**src/rtl/alu_bit_serializer.sv**
```systemverilog
// Bit-serial driver for a 1-bit ALU cell: shifts two operands out LSB-first,
// collects the cell's output bits and returns the assembled result with a zero flag.
module alu_bit_serializer #(
    parameter int unsigned WIDTH = 8
) (
    input  logic             clk,
    input  logic             rst,
    input  logic             in_valid,
    output logic             in_ready,
    input  logic [WIDTH-1:0] in_a,
    input  logic [WIDTH-1:0] in_b,
    output logic             cell_a,
    output logic             cell_b,
    input  logic             cell_out,
    output logic             out_valid,
    input  logic             out_ready,
    output logic [WIDTH-1:0] out_result,
    output logic             out_zero
);

    localparam int unsigned CntW = $clog2(WIDTH);
    localparam logic [CntW-1:0] LastCnt = CntW'(WIDTH - 1);

    typedef enum logic [1:0] {
        StIdle,
        StShift,
        StDone
    } state_e;

    state_e            state_q, state_d;
    logic [WIDTH-1:0]  sh_a_q, sh_a_d;
    logic [WIDTH-1:0]  sh_b_q, sh_b_d;
    logic [WIDTH-1:0]  res_q, res_d;
    logic [CntW-1:0]   cnt_q, cnt_d;
    logic [WIDTH-1:0]  result_q, result_d;
    logic              zero_q, zero_d;
    logic              valid_q, valid_d;
    logic [WIDTH-1:0]  res_next;

    // Cell output enters at the MSB so bit 0 lands at position 0 after WIDTH shifts.
    assign res_next = {cell_out, res_q[WIDTH-1:1]};

    always_comb begin
        state_d  = state_q;
        sh_a_d   = sh_a_q;
        sh_b_d   = sh_b_q;
        res_d    = res_q;
        cnt_d    = cnt_q;
        result_d = result_q;
        zero_d   = zero_q;
        valid_d  = valid_q;

        unique case (state_q)
            StIdle: begin
                if (in_valid) begin
                    sh_a_d  = in_a;
                    sh_b_d  = in_b;
                    res_d   = '0;
                    cnt_d   = '0;
                    state_d = StShift;
                end
            end
            StShift: begin
                res_d  = res_next;
                sh_a_d = {1'b0, sh_a_q[WIDTH-1:1]};
                sh_b_d = {1'b0, sh_b_q[WIDTH-1:1]};
                cnt_d  = cnt_q + CntW'(1);
                if (cnt_q == LastCnt) begin
                    state_d  = StDone;
                    result_d = res_next;
                    zero_d   = (res_next == '0);
                    valid_d  = 1'b1;
                end
            end
            StDone: begin
                if (out_ready) begin
                    valid_d = 1'b0;
                    state_d = StIdle;
                end
            end
            default: state_d = StIdle;
        endcase
    end

    always_ff @(posedge clk) begin
        if (rst) begin
            state_q  <= StIdle;
            sh_a_q   <= '0;
            sh_b_q   <= '0;
            res_q    <= '0;
            cnt_q    <= '0;
            result_q <= '0;
            zero_q   <= 1'b0;
            valid_q  <= 1'b0;
        end else begin
            state_q  <= state_d;
            sh_a_q   <= sh_a_d;
            sh_b_q   <= sh_b_d;
            res_q    <= res_d;
            cnt_q    <= cnt_d;
            result_q <= result_d;
            zero_q   <= zero_d;
            valid_q  <= valid_d;
        end
    end

    // Cell inputs come straight from registers, gated to zero outside SHIFT.
    assign in_ready   = (state_q == StIdle);
    assign cell_a     = (state_q == StShift) & sh_a_q[0];
    assign cell_b     = (state_q == StShift) & sh_b_q[0];
    assign out_valid  = valid_q;
    assign out_result = result_q;
    assign out_zero   = zero_q;

endmodule

```
**config.mk**
```make
export PLATFORM = sky130hd
export DESIGN_NAME = alu_bit_serializer
export DESIGN_NICKNAME = d
export VERILOG_FILES = /design/src/rtl/alu_bit_serializer.sv
export SDC_FILE = /design/constraint.sdc
export NUM_CORES = 1
export LEC_CHECK = 0
export CORE_MARGIN = 1
export CORE_UTILIZATION = 49
export DETAILED_ROUTE_END_ITERATION = 8
export PLACE_DENSITY = 0.82
export SYNTH_ARGS = -nofsm -noshare
export SYNTH_HDL_FRONTEND = slang
export SYNTH_SLANG_ARGS = --single-unit
```
**constraint.sdc**
```tcl
create_clock -name clk -period 1.9 [get_ports clk]
set_input_delay 0.38 -clock clk [delete_from_list [all_inputs] [get_ports clk]]
set_output_delay 0.38 -clock clk [all_outputs]
set_load 0.005 [all_outputs]
```
# Yosys cells after proc, flatten, opt, wreduce, memory -nomap -nowiden
# Cells that the tools add are included.
word_totals:
  out_inout_bits: 13
  input_bits: 21
  elab_cells: 40
  register_bits: 39
classes:
  reduce_logical: 8
  n_bitwise: 2
  addsub: 1
  eq_ne: 6
  mux: 15
ops:
  columns: ["operator", "n"]
  rows:
  - ["case mux 8 bit (2 select lines)", 3]
  - ["2-to-1 mux 8 bit", 3]
  - ["zero test 8 bit", 1]
  - ["2-to-1 mux 2 bit", 3]
  - ["inequality test 2 bit (second input constant)", 3]
  - ["case mux 2 bit (3 select lines)", 1]
  - ["case mux 3 bit (2 select lines)", 1]
  - ["AND reduction 3 bit", 2]
  - ["AND reduction 2 bit", 2]
  - ["nonzero test 2 bit", 2]
  - ["adder 3 x 1 -> 3 bit (second input constant)", 1]
  - ["== test 3 bit (second input constant)", 1]
  - ["2-to-1 mux 3 bit", 1]
  - ["AND 1 bit", 2]
  - ["== test 2 x 1 -> 1 bit (second input constant)", 1]
  - ["== test 2 bit (second input constant)", 1]
  - ["zero test 2 bit", 1]
  - ["2-to-1 mux 1 bit", 2]
  - ["case mux 1 bit (2 select lines)", 1]

# Logic depth before layout (Yosys ltp)
# Gate-level depths: netlist of run 1.
depth:
  word_depth: 3
  ltp_mapped: 6

# Worst setup path before layout of run 1
# Ideal clock, no wire load.
synth_path:
  kind: "register to register"
  start: "register cnt_q[0]"
  end: "register result_q[0] (netlist: out_result[0])"
  required_ns: 1.772
  slack_ns: 0.574
  setup_ns: 0.128
  n_path_buf: 1
  arrival_time_ns: 1.198
  stages_incl_launch_ff: 7
  path_cell_list: "dfxtp_1 > ha_1 > ha_1 > nand3b_1 > buf_4 > mux2i_1 > nor2_1"
synth_between:
  elab_chain_len: 2
synth_lines:
  columns: ["element", "line_no", "source"]
  rows:
  - ["from (decl)", "34", "logic [CntW-1:0] cnt_q, cnt_d;"]
  - ["from (signal assigned)", "100", "cnt_q <= cnt_d;"]
  - ["== test 3 bit", "68", "if (cnt_q == LastCnt) begin"]
  - ["AND reduction 2 bit (no line)", null, null]
  - ["to (signal assigned)", "101", "result_q <= result_d;"]
  - ["to (decl)", "35", "logic [WIDTH-1:0] result_q, result_d;"]
# No other way between the ends.
# A chain may end at the register's enable or synchronous reset.

# Worst setup path in the final report of run 1
layout_path:
  start: "register state_q[1]"
  end: "output in_ready"
layout_between:
  elab_chain_len: 1
layout_lines:
  columns: ["element", "line_no", "source"]
  rows:
  - ["from (decl)", "30", "state_e state_q, state_d;"]
  - ["from (signal assigned)", "87", "state_q <= StIdle;"]
  - ["from (signal assigned)", "96", "state_q <= state_d;"]
  - ["zero test 2 bit", "108", "assign in_ready = (state_q == StIdle);"]
  - ["to (decl)", "9", "output logic in_ready,"]
# No other way between the ends.

==> summary.txt, run 1 <==
Outcome - completed
Reg clk slew, reported paths - 0.12 ns
Detailed placement HPWL - 2400 um
TritonRoute pass-1 iters - 4
First-pass GRT wire length - 6010 um
H-tree Lvls - 2
Initial antenna violation count - 0
Post-synth EDFFs - 0
Yosys Warn Count - 0
Syn Nets - 192
Num CTS Buffers - 5
Synth area leaders - dfxtp_1 (47%), nor2_1 (11%), a211oi_2 (7.7%)
Post-synth top flop - dfxtp_1
Fin util - 69.0%
Post-Route WL - 3700 um
Crit Path Class - reg -> out
Max clock buf depth - 2
Total GRT Usage - 23.1%
GR Overflow Total - 0
Crit-path max FO - 4
Tightest Hold Check Type - reg -> reg
Routed vias/inst - 5.64
Tot Pwr - 1800 uW
Post-Syn Area - 1620 um^2
Top Ports - 34
Final Hold Vio Count - 0
Core Footprint - 3100 um^2
Peak supply drop - 0.844 mV
Sequential share of power - 47.7%
Count of input and output buffers - 33
Total number of placement rows - 20
Power share of the combinational group - 13.4%
Met3 wire length - 221 um
Sw Pwr - 428 uW
Slack of the worst reg-to-reg path - 0.22 ns
P_int - 1370 uW
RSZ-0062 raised after global routing - no
Part of the power in the clock network - 38.9%
Least-Margin Pin Slew - 0.860 ns
Period utilization - 96.2%
# nets final - 229
Setup violators final - 0
Clock Skew - 0.0122 ns
Crit end category - output port
Antenna cell count - 0
Register bit count reported by yosys - 38
Die X - 59.6 um
Residual DRC - 0
Netlist cell types - 30
Async SR Flop Fraction - 0%
Met2 WL post-DR - 1820 um
ANT nets after route - 0
Final Max Tran Viols - 0
Reg2reg end - res_q[1]$_SDFFE_PP0P_
Clk_lat worst skew - 0.36 ns
CTS tree - yes
Max cap viols - 0
Pin count of the biggest net entering global routing - 39
CTS sink count - 38
Routed length on met1 - 1560 um
Share of layout cells above drive strength 1 - 17.4%
Setup TNS Final - 0 ns
Top achievable clock speed - 547 MHz
DIE AREA - 3550 um^2
Net Sw Frac - 23.9%
DR top layer - met4
Leakage - 0.000875 uW
Leading area contributor after synthesis - dfxtp_1
Rel. slew slack - 42.5%
Tmin final - 1.83 ns
Placed cell count - 239
Root buf cell - clkbuf_4
Worst EP required - 1.52 ns
Initial DRC Count - 55
Vias in the first global route - 1353
Arr. time, crit path - 1.45 ns
Worst Hold Depth - 2
Die height - 59.6 um
Cell with the most instances after synthesis - nor2_1
Synth Instances - 169
R2R depth - 5
Routed len/inst - 14.7 um
Pwr Density - 839 nW/um^2
Top post-synthesis cells by count - nor2_1 (47), dfxtp_1 (38), o2bb2ai_1 (11), a211oi_2 (10), a22oi_1 (9)
Hold_sp - out_zero$_SDFFE_PP0P_
Via Count - 1415
Syn-to-layout area delta - 31.8%
Post-synthesis sequential area ratio - 46.9%
Cts hold-fix bufs - 0
Setup crit start kind - flip-flop
Syn_area_per_cell - 9.60 um^2
Initial core utilization - 52.3%
Final cell count without fillers - 251
WHS Endpoint - out_zero$_SDFFE_PP0P_
Top-area cell type share of the netlist area - 46.9%
Final Wtd Congestion - 0.764
R2R Path Start - state_q[0]$_SDFFE_PP0P_
-- timing repair --
item / in CTS / in global routing
resized for setup: 5 / 2
cloned: 0 / 0
setup endpoints to repair: 3 / 2
buffers inserted: 4 / 0
-- worst max path at each step --
| stage | from | endpoint | slack (ns) | depth (start not counted) |
|---|---|---|---|---|
| global placement | in_valid | res_q[4]$_SDFFE_PP0P_ | 0.17 | 4 |
| detailed placement | in_valid | cnt_q[1]$_SDFFE_PP0P_ | 0.08 | 4 |
| floorplan | cnt_q[0]$_SDFFE_PP0P_ | out_result[0]$_SDFFE_PP0P_ | 0.57 | 6 |
| CTS | state_q[1]$_SDFFE_PP0P_ | in_ready | 0.006 | 2 |
| global route | state_q[1]$_SDFFE_PP0P_ | in_ready | 0.03 | 2 |
| finish | state_q[1]$_SDFFE_PP0P_ | in_ready | 0.07 | 2 |
-- cells in the final DEF, fill, tap and decap left out, drive strengths merged, types with 2 or more instances in the layout --
cell type | synthesis | layout
buf | 9 | 10
inv | 2 | 2
a211oi | 15 | 15
dfxtp | 38 | 38
nand2b | 2 | 2
a21oi | 3 | 3
mux2i | 8 | 8
bufinv | 0 | 2
and2 | 2 | 2
clkbuf | 4 | 5
o22ai | 3 | 3
a32oi | 2 | 2
o2bb2ai | 11 | 11
a22oi | 9 | 9
clkdlybuf4s50 | 0 | 31
nor4 | 2 | 2
ha | 2 | 2
nor2 | 47 | 47
-- power by group through the flow --
stage	registers, uW	clock network [uW]	logic (uW)
2_1_floorplan	869	0	150
3_3_place_gp	872	0	221
3_5_place_dp	876	0	229
4_1_cts	856	700	240
5_1_grt	862	746	262
6_report	858	698	241
-- worst max-delay path, cell delays in order, from the launching register on --
cell and delay, ns:
dfxtp_4 0.39, nor2_2 0.16, clkdlybuf4s50_1 0.54
-- final cells by class --
type	instances	area [um^2]
clock buffers	5	37.5
clock inverters	3	68.8
fillers	263	963
inverters	2	7.51
multi-input cells	116	786
flip-flops and latches	38	766
well taps	44	55.1
repair buffers	43	419
-- stage by stage --
stage	instance area (um^2)	setup slack [ns]	hold WS [ns]
2_1_floorplan	1620	0.574	0.453
3_3_place_gp	1990	0.169	0.450
3_5_place_dp	1990	0.0773	0.484
4_1_cts	2130	0.00578	0.505
5_1_grt	2140	0.0291	0.532
6_report	2140	0.0731	0.496
-- state kept, by name, indices dropped and copies added, names as in the netlist --
| register | flops |
|---|---|
| sh_a_q | 8 |
| cnt_q | 3 |
| res_q | 7 |
| sh_b_q | 8 |
| state_q | 2 |
| out_result | 8 |
| out_zero | 1 |
| out_valid | 1 |
-- cells by family (layout without fill, tap and decap cells) --
kind of cell | after synthesis | count (layout) | synth area share [%]
compound gates | 47 | 47 | 25.8
fa+ha+maj | 2 | 2 | 1.54
buf+inv | 15 | 53 | 5.17
flops | 38 | 38 | 46.9
mux | 8 | 8 | 4.93
simple gates | 59 | 59 | 15.7
-- layer usage --
metal	global-route usage, %	up-vias
li1	-	680
met1	26.7	660
met2	39.2	61
met3	7.86	14
met4	9.30	0
met5	0	-
Note: power is estimated with default switching activity, not from simulation.
==> run 2: changes to the inputs <==
--- a/config.mk
+++ b/config.mk
@@ -8,7 +8,7 @@
 export CORE_MARGIN = 1
 export CORE_UTILIZATION = 49
 export DETAILED_ROUTE_END_ITERATION = 8
-export PLACE_DENSITY = 0.82
+export PLACE_DENSITY_LB_ADDON = 0.1
 export SYNTH_ARGS = -nofsm -noshare
 export SYNTH_HDL_FRONTEND = slang
 export SYNTH_SLANG_ARGS = --single-unit
==> run 2 against run 1 <==
  * Worst setup slack improved by 0.068 ns
  * Critical path type unchanged
  * Clock skew fell by 0.0070 ns
  * Sequential power about the same
  * Count of clock-buffer cells in the layout is the same
  * Clock power fell by 21%
  * Cell count did not move
  * First-iteration DRC count is 20% higher
  * Combinational power hardly changed
  * Total power is 8.1% lower
  * Critical path depth is 2 higher
  * Die area unchanged
==> summary.txt, run 2 (synthesis gave the netlist of run 1 again) <==
Crit-path max FO - 3
Pin count of the biggest net entering global routing - 39
Core Footprint - 3100 um^2
Outcome - completed
Period utilization - 92.6%
Via Count - 1382
Crit end category - output port
Top Ports - 34
# fillers - 297
CTS sink count - 38
Clk_lat worst skew - 0.35 ns
Setup TNS Final - 0 ns
Final Max Tran Viols - 0
Sequential cell area - 763 um^2
Die height - 59.6 um
Most frequent cells in the layout - nor2_1 (46), dfxtp_1 (36), clkdlybuf4s50_1 (30), o2bb2ai_1 (11), a211oi_2 (10)
Least-Margin Pin Slew - 0.776 ns
Initial DRC Count - 66
ANT nets after route - 0
Pwr Density - 779 nW/um^2
Tot Pwr - 1650 uW
Initial core utilization - 52.3%
Most Crowded Layer GR - met2
Vias in the first global route - 1275
Area taken by multi-input logic gates - 791 um^2
H-tree Lvls - 2
Tmin final - 1.76 ns
Final Hold Vio Count - 0
Initial antenna violation count - 0
CTS tree - yes
Cts hold-fix bufs - 0
Setup violators final - 0
Num CTS Buffers - 5
Syn-to-layout area delta - 30.7%
Routing usage on met3 - 6.55%
Final cell count without fillers - 251
Total GRT Usage - 22.6%
First-pass GRT wire length - 5840 um
Fin util - 68.3%
GR Overflow Total - 0
Met1 GRT Util - 30.5%
Antenna cell count - 0
Residual DRC - 0
Routed len/inst - 14.4 um
Routed vias/inst - 5.51
Root buf cell - clkbuf_4
Worst EP required - 1.52 ns
Placed cell count - 240
Final Wtd Congestion - 0.766
Reg clk slew, reported paths - 0.12 ns
Commonest non-fill, non-tap cell in the layout - nor2_1
Setup crit start kind - flip-flop
Peak supply drop - 0.568 mV
Crit Path Class - reg -> out
Die X - 59.6 um
Arr. time, crit path - 1.38 ns
Post-Route WL - 3630 um
Max cap viols - 0
TritonRoute pass-1 iters - 4
Met2 usage in global routing - 34.3%
# nets final - 229
DIE AREA - 3550 um^2
Max clock buf depth - 2
Rel. slew slack - 48.2%
Share of layout cells above drive strength 1 - 17.4%
Total number of placement rows - 20
Leakage - 0.000863 uW
Tightest Hold Check Type - reg -> reg
RSZ-0062 raised after global routing - no
Count of input and output buffers - 33
Detailed placement HPWL - 2370 um
Top achievable clock speed - 568 MHz
Clock Skew - 0.00525 ns
[run 2: cell types whose count changed in the layout (fill, tap and decap cells not counted), sizes merged]
| cell | before | now |
|---|---|---|
| clkdlybuf4s50 | 31 | 30 |
| bufinv | 2 | 1 |
| dlymetal6s2s | 1 | 2 |
| clkinv | 1 | 0 |
| clkinvlp | 0 | 2 |
[run 2: metal layers]
layer / vias up / wire length [um]
li1: 681 / -
met1: 653 / 1670
met2: 41 / 1710
met3: 7 / 181
met4: 0 / 57
met5: - / 0
[run 2: area by class of cell]
cell class                 count  share of cell area [%]
multi-input combinational    116                    37.3
clock buffer                   5                    1.77
timing repair buffer          43                    19.9
sequential                    38                    36.0
clock inverter                 3                    2.12
inverter                       2                   0.354
tap                           44                    2.60
[run 2: critical path, stage by stage, from the launching register on]
cell           delay [ns]
dfxtp_2              0.35
nor2b_4              0.13
buf_4                0.14
and2_1               0.15
dlygate4sd2_1        0.26
[run 2: what timing repair did]
item | 4_1_cts | 5_1_grt
hold endpoints to repair | 0 | 0
setup buffers | 3 | 0
gates resized for setup | 6 | 2
endpoints found under the setup margin | 3 | 2
[run 2: path summary, 6_finish.rpt]
kind / startpoint / to / slack, ns / depth (start not counted)
max reg2reg: state_q[0]$_SDFFE_PP0P_ / res_q[7]$_SDFFE_PP0P_ / 0.40 / 4
min reg2reg: out_zero$_SDFFE_PP0P_ / out_zero$_SDFFE_PP0P_ / 0.47 / 2
min: out_zero$_SDFFE_PP0P_ / out_zero$_SDFFE_PP0P_ / 0.47 / 2
max: state_q[0]$_SDFFE_PP0P_ / cell_a / 0.14 / 4
[run 2: power breakdown]
group / internal [uW] / switching [uW] / leakage, uW
Combinational: 123 / 117 / 0.000514
Sequential: 835 / 22.8 / 0.000311
Clock: 276 / 277 / 0.0000374
Total: 1230 / 417 / 0.000863
[run 2: per-stage QoR]
stage / worst slack [ns] / area (um^2) / hold slack [ns]
final: 0.141 / 2120 / 0.465
after global routing: 0.0938 / 2120 / 0.497
after global placement: 0.175 / 2000 / 0.445
after CTS: 0.00284 / 2120 / 0.471
after detailed placement: 0.125 / 2000 / 0.454
after floorplan: 0.574 / 1620 / 0.453
==> run 3: changes to the inputs <==
--- a/config.mk
+++ b/config.mk
@@ -5,9 +5,10 @@
 export SDC_FILE = /design/constraint.sdc
 export NUM_CORES = 1
 export LEC_CHECK = 0
-export CORE_MARGIN = 1
+export CORE_MARGIN = 5
 export CORE_UTILIZATION = 49
 export DETAILED_ROUTE_END_ITERATION = 8
+export GPL_ROUTABILITY_DRIVEN = 0
 export PLACE_DENSITY_LB_ADDON = 0.1
 export SYNTH_ARGS = -nofsm -noshare
 export SYNTH_HDL_FRONTEND = slang
==> run 3 against run 2 <==
  * Hold slack improved by 0.018 ns
  * Utilization is 0.65 points lower
  * Register-to-register slack worse by 0.05 ns
  * Combinational power barely moved
  * Global-route usage decreased by 3.8 points
  * Fmax grew 1.8%
  * Clock skew increased by 0.0026 ns
  * Total power down 7.3%
  * Routed wire length is 3.7% higher
  * First-iteration DRC count increased by 45%
  * Count of clock-buffer cells in the layout rose by 2
  * Worst setup slack better by 0.030 ns
  * Largest power group unchanged
==> summary.txt, run 3 (synthesis gave the netlist of run 1 again) <==
ANT nets after route - 0
Clk_lat worst skew - 0.35 ns
Most frequent cells in the layout - nor2_1 (46), dfxtp_1 (36), clkdlybuf4s50_1 (30), o2bb2ai_1 (11), a211oi_2 (10)
Max cap viols - 0
Crit end category - output port
Total number of placement rows - 20
Root buf cell - clkbuf_4
Crit-path max FO - 3
Crit Path Class - reg -> out
CP cell instances - nor2b_4 -> buf_4 -> and2_1 -> dlygate4sd2_1
Least-Margin Pin Slew - 0.797 ns
Residual DRC - 0
Commonest non-fill, non-tap cell in the layout - nor2_1
CTS sink count - 38
Die height - 67.6 um
Initial antenna violation count - 0
Worst EP required - 1.52 ns
DIE AREA - 4560 um^2
Routed len/inst - 15.0 um
Max stage delay on crit path - 0.35 ns
Tmin final - 1.73 ns
Peak supply drop - 0.482 mV
Routed vias/inst - 5.58
Worst path slowest cell - dfxtp_2
Share of layout cells above drive strength 1 - 16.9%
Core Footprint - 3100 um^2
Num CTS Buffers - 5
Tightest Hold Check Type - reg -> reg
First-pass GRT wire length - 6350 um
Rel. slew slack - 46.8%
Via Count - 1400
Top Ports - 34
H-tree Lvls - 2
Period utilization - 91.0%
Cts hold-fix bufs - 0
Setup TNS Final - 0 ns
Final Hold Vio Count - 0
Tot Pwr - 1530 uW
Leakage - 0.000861 uW
Antenna cell count - 0
Post-Route WL - 3760 um
RSZ-0062 raised after global routing - no
# fillers - 277
TritonRoute pass-1 iters - 4
Final Max Tran Viols - 0
Pin count of the biggest net entering global routing - 39
Syn-to-layout area delta - 29.5%
Pwr Density - 729 nW/um^2
Initial core utilization - 52.3%
Arr. time, crit path - 1.35 ns
Setup crit start kind - flip-flop
Total GRT Usage - 18.7%
Reg clk slew, reported paths - 0.11 ns
Setup violators final - 0
Clock Skew - 0.00781 ns
Detailed placement HPWL - 2530 um
Initial DRC Count - 96
GR Overflow Total - 0
Die X - 67.6 um
Count of input and output buffers - 33
# nets final - 229
Vias in the first global route - 1337
Max clock buf depth - 2
Outcome - completed
CTS tree - yes
Top achievable clock speed - 578 MHz
-- run 3: what timing repair did --
action,CTS,global route
gates cloned,0,0
resized for setup,6,3
endpoints found under the setup margin,3,2
buffers inserted,2,1
-- run 3: worst max-delay path, delay by kind of cell (launching register included) --
kind / cells / cell delay, ns
flip-flops: 1 / 0.35
buffers and inverters: 2 / 0.39
AND/OR/NAND/NOR: 2 / 0.27
-- run 3: where the power goes --
group	leakage, uW	switching (uW)	internal, uW	total [uW]
Clock	0.0000353	258	179	437
Combinational	0.000514	116	122	238
Sequential	0.000312	22.3	834	856
Total	0.000861	396	1140	1530
-- run 3: metrics by stage --
stage | setup slack, ns | util [%] | cells | instance area (um^2) | hold slack [ns]
floorplan | 0.574 | - | 169 | 1620 | 0.453
finish | 0.171 | 67.7 | 251 | 2100 | 0.483
global route | 0.121 | 67.7 | 251 | 2100 | 0.513
global placement | 0.175 | 64.4 | 240 | 2000 | 0.450
CTS | -0.0124 | 67.1 | 250 | 2080 | 0.499
detailed placement | 0.101 | 64.4 | 240 | 2000 | 0.479
-- run 3: layout make-up --
class / instances / area, um^2 / area share, %
inverters: 2 / 7.51 / 0.357
multi-input cells: 116 / 791 / 37.6
repair buffers: 43 / 422 / 20.1
flip-flops and latches: 38 / 766 / 36.5
clock buffers: 7 / 55.1 / 2.62
well taps: 44 / 55.1 / 2.62
clock inverters: 1 / 5.00 / 0.238
-- run 3: worst paths after layout --
path / start / to / slack (ns) / depth (start not counted)
max: state_q[0]$_SDFFE_PP0P_ / cell_a / 0.17 / 4
min: out_zero$_SDFFE_PP0P_ / out_zero$_SDFFE_PP0P_ / 0.48 / 2
max reg2reg: state_q[0]$_SDFFE_PP0P_ / cnt_q[2]$_SDFFE_PP0P_ / 0.35 / 4
min reg2reg: out_zero$_SDFFE_PP0P_ / out_zero$_SDFFE_PP0P_ / 0.48 / 2
-- run 3: metal layers --
layer / GRT usage, % / share of wire, % / vias up / routed length [um]
met5: 0 / 0 / - / 0
met4: 9.11 / 2.0 / 0 / 74
met3: 4.83 / 5.2 / 8 / 194
met2: 28.8 / 46 / 37 / 1730
met1: 24.2 / 47 / 670 / 1760
li1: - / - / 685 / -
